`config.mk`:
```
export PLATFORM = sky130hd
export DESIGN_NAME = lsu_ctrl
export DESIGN_NICKNAME = d
export VERILOG_FILES = /design/src/rtl/lsu_pkg.sv /design/src/rtl/lsu_lane.sv /design/src/rtl/lsu_ctrl.sv
export SDC_FILE = /design/constraint.sdc
export NUM_CORES = 1
export LEC_CHECK = 0
export ABC_AREA = 1
export BUFFER_PORTS_ARGS = -buffer_cell sky130_fd_sc_hd__buf_2
export CORE_UTILIZATION = 50
export CTS_BUF_LIST = sky130_fd_sc_hd__clkbuf_8
export CTS_CLUSTER_DIAMETER = 50
export DETAILED_ROUTE_END_ITERATION = 8
export HOLD_SLACK_MARGIN = 0.06
export PLACE_DENSITY = 0.79
export SETUP_SLACK_MARGIN = 0.1
export SLEW_MARGIN = 20
export SYNTH_ARGS = -nofsm -noshare
export SYNTH_HDL_FRONTEND = slang
export SYNTH_HIERARCHICAL = 1
export SYNTH_SLANG_ARGS = --single-unit
export TNS_END_PERCENT = 10
```
`constraint.sdc`:
```
create_clock -name clk -period 2.3 [get_ports clk]
set_input_delay 0.345 -clock clk [delete_from_list [all_inputs] [get_ports clk]]
set_output_delay 0.345 -clock clk [all_outputs]
set_load 0.05 [all_outputs]
```
`src/rtl/lsu_pkg.sv`:
```
// rtl/lsu_pkg.sv - shared encodings, FSM states and alignment check for the load/store unit
package lsu_pkg;

    localparam logic [1:0] SZ_B = 2'b00;
    localparam logic [1:0] SZ_H = 2'b01;
    localparam logic [1:0] SZ_W = 2'b10;

    typedef enum logic [2:0] {
        ST_IDLE,
        ST_RD,
        ST_LDRSP,
        ST_MERGE,
        ST_WR,
        ST_ERR
    } lsu_state_e;

    // Size 11 is treated as misaligned so every illegal request takes the same error path.
    function automatic logic misaligned(input logic [1:0] size, input logic [1:0] addr_lo);
        case (size)
            SZ_B:    misaligned = 1'b0;
            SZ_H:    misaligned = addr_lo[0];
            SZ_W:    misaligned = (addr_lo != 2'b00);
            default: misaligned = 1'b1;
        endcase
    endfunction

endpackage

```
`src/rtl/lsu_lane.sv`:
```
// rtl/lsu_lane.sv - byte/half lane extract-extend for loads and lane merge for stores
module lsu_lane
    import lsu_pkg::*;
(
    input  logic [1:0]  addr_lo,
    input  logic [1:0]  size,
    input  logic        is_unsigned,
    input  logic [31:0] rdata,
    input  logic [31:0] wdata,
    output logic [31:0] ld_data,
    output logic [31:0] st_data
);

    logic [7:0]  byte_sel;
    logic [15:0] half_sel;

    // Pick the addressed lane, extend it for loads, and splice store data into the read word.
    always_comb begin
        byte_sel = rdata[{addr_lo, 3'b000} +: 8];
        half_sel = rdata[{addr_lo[1], 4'b0000} +: 16];

        case (size)
            SZ_B:    ld_data = {{24{~is_unsigned & byte_sel[7]}}, byte_sel};
            SZ_H:    ld_data = {{16{~is_unsigned & half_sel[15]}}, half_sel};
            default: ld_data = rdata;
        endcase

        st_data = rdata;
        case (size)
            SZ_B:    st_data[{addr_lo, 3'b000} +: 8]     = wdata[7:0];
            SZ_H:    st_data[{addr_lo[1], 4'b0000} +: 16] = wdata[15:0];
            default: st_data = wdata;
        endcase
    end

endmodule

```
`src/rtl/lsu_ctrl.sv`:
```
// rtl/lsu_ctrl.sv - load/store sequencer for a word-only synchronous-read data memory
module lsu_ctrl
    import lsu_pkg::*;
#(
    parameter int ADDR_W = 32,
    parameter int DATA_W = 32
) (
    input  logic              clk,
    input  logic              rst_n,
    input  logic              req_valid,
    output logic              req_ready,
    input  logic              req_we,
    input  logic [1:0]        req_size,
    input  logic              req_unsigned,
    input  logic [ADDR_W-1:0] req_addr,
    input  logic [DATA_W-1:0] req_wdata,
    output logic              rsp_valid,
    output logic [DATA_W-1:0] rsp_rdata,
    output logic              rsp_err,
    output logic [ADDR_W-1:0] mem_addr,
    output logic [DATA_W-1:0] mem_wdata,
    output logic              mem_we,
    output logic              mem_re,
    input  logic [DATA_W-1:0] mem_rdata
);

    lsu_state_e        state_q, state_d;
    logic              we_q, we_d;
    logic [1:0]        size_q, size_d;
    logic              unsigned_q, unsigned_d;
    logic [1:0]        addr_lo_q, addr_lo_d;
    logic [DATA_W-1:0] wdata_q, wdata_d;
    logic [ADDR_W-1:0] mem_addr_q, mem_addr_d;
    logic [DATA_W-1:0] mem_wdata_q, mem_wdata_d;
    logic              mem_we_q, mem_we_d;
    logic              mem_re_q, mem_re_d;
    logic              rsp_valid_q, rsp_valid_d;
    logic              rsp_err_q, rsp_err_d;
    logic              req_ready_q, req_ready_d;
    logic [DATA_W-1:0] ld_data;
    logic [DATA_W-1:0] st_data;

    lsu_lane u_lane (
        .addr_lo     (addr_lo_q),
        .size        (size_q),
        .is_unsigned (unsigned_q),
        .rdata       (mem_rdata),
        .wdata       (wdata_q),
        .ld_data     (ld_data),
        .st_data     (st_data)
    );

    // Next state plus next values of the strobes; strobes are computed for the state being entered
    // so that the registered outputs line up with that state's cycle.
    always_comb begin
        state_d     = state_q;
        we_d        = we_q;
        size_d      = size_q;
        unsigned_d  = unsigned_q;
        addr_lo_d   = addr_lo_q;
        wdata_d     = wdata_q;
        mem_addr_d  = mem_addr_q;
        mem_wdata_d = '0;
        mem_we_d    = 1'b0;
        mem_re_d    = 1'b0;
        rsp_valid_d = 1'b0;
        rsp_err_d   = 1'b0;

        case (state_q)
            ST_IDLE: begin
                if (req_valid) begin
                    we_d       = req_we;
                    size_d     = req_size;
                    unsigned_d = req_unsigned;
                    addr_lo_d  = req_addr[1:0];
                    wdata_d    = req_wdata;
                    if (misaligned(req_size, req_addr[1:0])) begin
                        state_d     = ST_ERR;
                        rsp_valid_d = 1'b1;
                        rsp_err_d   = 1'b1;
                    end else begin
                        mem_addr_d = {req_addr[ADDR_W-1:2], 2'b00};
                        if (req_we && (req_size == SZ_W)) begin
                            state_d     = ST_WR;
                            mem_we_d    = 1'b1;
                            mem_wdata_d = req_wdata;
                            rsp_valid_d = 1'b1;
                        end else begin
                            state_d  = ST_RD;
                            mem_re_d = 1'b1;
                        end
                    end
                end
            end
            ST_RD: begin
                if (we_q) begin
                    state_d = ST_MERGE;
                end else begin
                    state_d     = ST_LDRSP;
                    rsp_valid_d = 1'b1;
                end
            end
            ST_MERGE: begin
                state_d     = ST_WR;
                mem_we_d    = 1'b1;
                mem_wdata_d = st_data;
                rsp_valid_d = 1'b1;
            end
            default: state_d = ST_IDLE;
        endcase

        req_ready_d = (state_d == ST_IDLE);
    end

    // FSM state, latched request fields and registered outputs.
    always_ff @(posedge clk or negedge rst_n) begin
        if (!rst_n) begin
            state_q     <= ST_IDLE;
            we_q        <= 1'b0;
            size_q      <= SZ_B;
            unsigned_q  <= 1'b0;
            addr_lo_q   <= 2'b00;
            wdata_q     <= '0;
            mem_addr_q  <= '0;
            mem_wdata_q <= '0;
            mem_we_q    <= 1'b0;
            mem_re_q    <= 1'b0;
            rsp_valid_q <= 1'b0;
            rsp_err_q   <= 1'b0;
            req_ready_q <= 1'b1;
        end else begin
            state_q     <= state_d;
            we_q        <= we_d;
            size_q      <= size_d;
            unsigned_q  <= unsigned_d;
            addr_lo_q   <= addr_lo_d;
            wdata_q     <= wdata_d;
            mem_addr_q  <= mem_addr_d;
            mem_wdata_q <= mem_wdata_d;
            mem_we_q    <= mem_we_d;
            mem_re_q    <= mem_re_d;
            rsp_valid_q <= rsp_valid_d;
            rsp_err_q   <= rsp_err_d;
            req_ready_q <= req_ready_d;
        end
    end

    // Read data only exists the cycle after mem_re, so the load result is taken straight from the
    // memory's output register during LDRSP and forced to zero elsewhere.
    assign rsp_rdata = (state_q == ST_LDRSP) ? ld_data : '0;
    assign req_ready = req_ready_q;
    assign rsp_valid = rsp_valid_q;
    assign rsp_err   = rsp_err_q;
    assign mem_addr  = mem_addr_q;
    assign mem_wdata = mem_wdata_q;
    assign mem_we    = mem_we_q;
    assign mem_re    = mem_re_q;

endmodule

```
; Word level (Yosys, flattened, before mapping)
; Index checks and enable logic that the tools add are counted.
[totals]
regBits = 108
inputBits = 103
wordCells = 71
[op_classes]
add_sub_neg = 2
eq_ne = 6
n_shift = 6
n_mux = 32
n_bitwise = 4
reduce_logical = 8
[op_table]
columns = cell, count
row1 = one-hot mux 32 bit (2 select lines), 3
row2 = 2-to-1 mux 32 bit, 4
row3 = bitwise mux 32 bit, 2
row4 = "variable shift 16 x 7 -> 32 bit, first input constant", 1
row5 = "variable shift 8 x 7 -> 32 bit, first input constant", 1
row6 = indexed part select 16 x 7 -> 32 bit, 1
row7 = indexed part select 32 x 6 -> 16 bit, 1
row8 = indexed part select 32 x 6 -> 8 bit, 1
row9 = indexed part select 8 x 7 -> 32 bit, 1
row10 = 2-to-1 mux 1 bit, 16
row11 = negator 5 -> 7 bit, 2
row12 = 2-to-1 mux 3 bit, 3
row13 = one-hot mux 3 bit (3 select lines), 1
row14 = "equality test 3 x 2 -> 1 bit, second input constant", 2
row15 = zero test 3 bit, 2
row16 = one-hot mux 1 bit (3 select lines), 2
row17 = "equality test 2 x 1 -> 1 bit, second input constant", 2
row18 = zero test 2 bit, 2
row19 = "equality test 3 x 1 -> 1 bit, second input constant", 1
row20 = AND reduction 3 bit, 1
row21 = bitwise AND 1 bit, 2
row22 = "equality test 2 bit, second input constant", 1
row23 = NOT 1 bit, 2
row24 = one-hot mux 1 bit (2 select lines), 1
row25 = other kinds (3), 3

; Logic depth before layout (Yosys ltp)
[depth]
ltp_word = 8
mapped_depth = 11
ltp_nobuf = 10

; Hierarchy
; Netlist, hierarchy kept.
[by_module_without_submodules]
columns = mod, n_inst, cells_per_inst, area_each_um2
row1 = lsu_ctrl, 1, 505, 4408.0
row2 = lsu_lane, 1, 404, 1840.5

; Worst setup path before layout
; OpenSTA, ideal clock, no wires.
[synth_path]
path_type = reg2out
from = register size_q[1]
to = output port rsp_rdata[20]
arrival_time_ns = 1.851
required_time_ns = 1.955
slack_ns = 0.104
path_stages_with_launch = 12
cell_sequence = dfrtp_1 > buf_6 > inv_4 > nand2_4 > nor2_8 > nand2_2 > nand2_2 > nand2_4 > buf_6 > nand3_1 > inv_1 > nor2_1
[synth_via]
elab_chain_len = 3
elab_cells_between_ends = 4
cone_classes = eq/ne (1) / mux (2) / reduce/logical (1)
[synth_lines]
columns = item, line_no
row1 = from (decl), lsu_ctrl.sv:29  ; logic [1:0] size_q, size_d;
row2 = from (signal assigned), lsu_ctrl.sv:134  ; size_q <= size_d;
row3 = equality test 2 x 1 -> 1 bit or zero test 2 bit (tied branches), lsu_lane.sv:22  ; case (size)
row4 = one-hot mux 32 bit (2 select lines) (*), lsu_lane.sv:22
row5 = via ld_data[20], lsu_ctrl.sv:40  ; logic [DATA_W-1:0] ld_data;
row6 = 2-to-1 mux 32 bit (*), lsu_ctrl.sv:150  ; assign rsp_rdata = (state_q == ST_LDRSP) ? ld_data : '0;
row7 = to (decl), lsu_ctrl.sv:18  ; output logic [DATA_W-1:0] rsp_rdata,
; The timed path passes the listed nets; every way through them passes the cells marked *.

; Worst setup path in the final report
[layout_path]
from = register addr_lo_q[1]
to = output port rsp_rdata[10]
[layout_via]
elab_chain_len = 4
elab_cells_between_ends = 5
cone_classes = shift (2) / mux (2) / bitwise (1)
[layout_lines]
columns = item, line_no
row1 = from (decl), lsu_ctrl.sv:31  ; logic [1:0] addr_lo_q, addr_lo_d;
row2 = from (signal assigned), lsu_ctrl.sv:136  ; addr_lo_q <= addr_lo_d;
row3 = indexed part select 32 x 6 -> 8 bit, lsu_lane.sv:19  ; byte_sel = rdata[{addr_lo, 3'b000} +: 8];
row4 = bitwise AND 1 bit, lsu_lane.sv:23  ; SZ_B: ld_data = {{24{~is_unsigned & byte_sel[7]}}, byte_sel};
row5 = one-hot mux 32 bit (2 select lines) (*), lsu_lane.sv:22
row6 = via ld_data[10], lsu_ctrl.sv:40
row7 = 2-to-1 mux 32 bit (*), lsu_ctrl.sv:150
; Marked as above.

==> results.md <==
* Cell Area, Synth at 6250 um2
* Final nets at about 1.2k
* Share of cells above drive strength 1 at 0.303
* Hold Path Class: in -> reg
* Width of the die at 114 um
* Hold WS at between 0.15 and 0.2 ns
* Synth area leader: dfrtp_1
* Slowest cell on crit path: dfrtp_2
* Worst-skew pair later-pin latency at 0.38 ns
* Min Tclk post-route at roughly 2.4 ns
* Antenna violation net count after detailed routing at 0
* Cells along the critical path: buf_12 -> nand2_2 -> nand2_4 -> nand2_4 -> nand2_8 -> nand2_8 -> nand3_1 -> inv_1 -> nor2_1 -> buf_6
* CP top delay family: simple AND/OR/NAND/NOR gates
* Avg Inst Size Synth at ~7 um2
* Core area at 12100 um2
* Failing checks: negative setup slack
* Worst path max stage delay at between 0.4 and 0.5 ns
* Routed len/inst at 16.3 um
* Final Cycle Share at 1.05
* R2R Setup Slk at 0.08 ns
* First-pass GRT wire length at approximately 31000 um
* Pwr per Cell Area at 1460 nW/um2
* Routed WL at between 20000 and 25000 um
* P&R area growth vs syn at 32.9%
* Peak Freq at 416 MHz
* Post-DP HPWL at ~14000 um
* Max_cap viols at 0
* Post-synth top area share at 0.429
* Pin count of the biggest net entering global routing at 58
* DRC Markers at 0
* Die Span Y at ~110 um
* Vias at 6945
* Clock Sinks at 108
* Distinct cells, synth at 33
* CP Max Fanout at 6
* YS warnings at 6
* First drt pass iteration count at 7
* H-tree Lvls at 3
* Final setup margin at -0.104 ns
* Die area at about 13000 um2
* Worst-path clk slew at 0.10 ns
* CP Launch Type: flop
* Row count at 40
* Required @ worst endpoint at 1.96 ns
* LEAKAGE at around 4.7 nW
* Final-report setup violation count at 1
* Endpoints failing hold at 0
* TritonCTS clock tree: done
* RSZ-0062 raised after global routing: yes
* Diodes inserted at 0
* Vias per inst at 5.38
* Worst slew pin tran at between 0.7 and 0.8 ns
* Root Driver: clkbuf_8
* Initial Util at 0.516
* Slew headroom at 0.518
* FF+latch count, synth at 108
* Synth area leaders: dfrtp_1 (43%), nand2_1 (23%), nand3_1 (11%), inv_1 (3.8%), nor2_1 (3.8%)
* Arrival time at the worst endpoint at around 2 ns
* Filler cell count at about 1.0k
* IO buf count at 201
* WS Path Type: reg -> out
* Setup TNS at -0.104 ns
* Inserted Clock Buffers at 9
* Overall global routing resource usage at 0.310
* GPL Wtd Cong at 0.968
* Status: complete, but fails checks
* CP Buf/Inv Count at 3
* Crit. End Element: output pin
* Worst Clk Skew at 0.00741 ns
* VDD IR-drop max at 0.00100 V
* Sequential share of the synthesized area at 0.433
* First DRT Iteration DRCs at just over 800
* Largest buffer count on any clock path at 2
* Pins Over Slew Limit at 0
* Initial antenna violation count at 0
* Vias in the first global route at 6302
* Ports at 204
* Post-Synthesis Cells at 909
* Overflow after GRT at 0
==> area by class of cell <==
cell class,count,area (um2),share of cell area
multi-input cells,681,3250,0.391
flip-flops and latches,108,2710,0.326
repair buffers,248,1670,0.201
inverters,70,278,0.0334
well taps,168,210,0.0253
clock buffers,11,151,0.0182
clock inverters,5,35.0,0.00422
repair inverters,1,7.51,0.000904
==> sequential cells by signal (all words and copies together) (netlist names), 2 cells and up <==
signal and cells:
mem_wdata 32, addr_lo_q 2, state_q 3, size_q 2, wdata_q 32, mem_addr 30
==> per-layer routing <==
layer / GRT usage / part of all wire / vias up
met5: 0 / 0 / -
met1: 0.421 / 0.41 / 3175
li1: - / - / 3271
met4: 0.117 / 0.032 / 0
met3: 0.0643 / 0.11 / 70
met2: 0.491 / 0.45 / 429
==> cells in the mapped netlist, drive strengths merged <==
cell type,number
nor2,68
conb,1
nand2,390
o22ai,8
a31oi,1
o21bai,1
clkinv,1
dfrtp,107
and3,7
o21ai,60
o211ai,1
a21oi,1
nand3,134
dfstp,1
inv,69
buf,35
clkbuf,19
ha,5
==> final timing paths <==
path / end / cells after the start / startpoint
max reg2reg: mem_wdata[23] / 11 / addr_lo_q[1]
min in group asynchronous: mem_wdata[23] / 2 / rst_n
min reg2reg: mem_addr[19] / 2 / mem_addr[19]
max in group asynchronous: mem_addr[24] / 3 / rst_n
min: unsigned_q / 3 / req_unsigned
max: rsp_rdata[10] / 10 / addr_lo_q[1]
==> report_power, final <==
group | leakage, nW | internal, mW | total [mW] | switching, mW
sequential | 1.39 | 2.58 | 3.10 | 0.515
combinational | 3.20 | 2.46 | 7.92 | 5.46
clock | 0.0957 | 0.456 | 1.11 | 0.658
==> what timing repair did <==
| action | 4_1_cts | 5_1_grt |
|---|---|---|
| cloned | 4 | 2 |
| pin swaps | 14 | 25 |
| endpoints found under the hold margin | 20 | 0 |
| hold buffers | 1 | 0 |
| gates resized for setup | 68 | 87 |
| setup buffers | 15 | 3 |
| endpoints found under the setup margin | 32 | 64 |
==> placed cells by master (no fill, tap or decap), types with 18 or more instances in the layout <==
cell and count:
inv_1 58, nor2_2 24, o21ai_1 37, buf_2 168, buf_4 39, o21ai_0 18
dfrtp_1 105, nand2_1 376, nand3_1 124, nor2_1 39, buf_6 33
==> cell families (layout without fill, tap and decap cells) <==
group	after synthesis	after routing	share of synthesized area
simple gates	599	602	0.402
buf+inv	124	335	0.0931
flops	108	108	0.433
compound gates	72	72	0.0615
fa+ha+maj	5	5	0.0100
other cells	1	2	0.000600
==> per-stage QoR <==
step                      utilization  std cells  power (mW)  worst slack [ns]  area, um2
after detailed placement        0.609       1251        9.59             0.232       7370
after global placement          0.609       1251        9.51             0.292       7370
after floorplan                     -        910        8.04             0.104       6250
after CTS                       0.660       1287        11.4            0.0522       7990
final                           0.686       1292        12.1            -0.104       8310
after global routing            0.686       1292        12.9            -0.176       8310
==> worst register-to-register path, stage by stage, from the launching register on <==
cell and delay [ns]:
dfrtp_2 0.49, clkinvlp_4 0.20, buf_4 0.19, ha_1 0.31, inv_1 0.06, nor2_1 0.17
nand2_2 0.14, o21ai_1 0.18, nand2_1 0.08, nand2_1 0.07, nand3_1 0.09, o21ai_1 0.16
(Power assumes the default switching activity.)
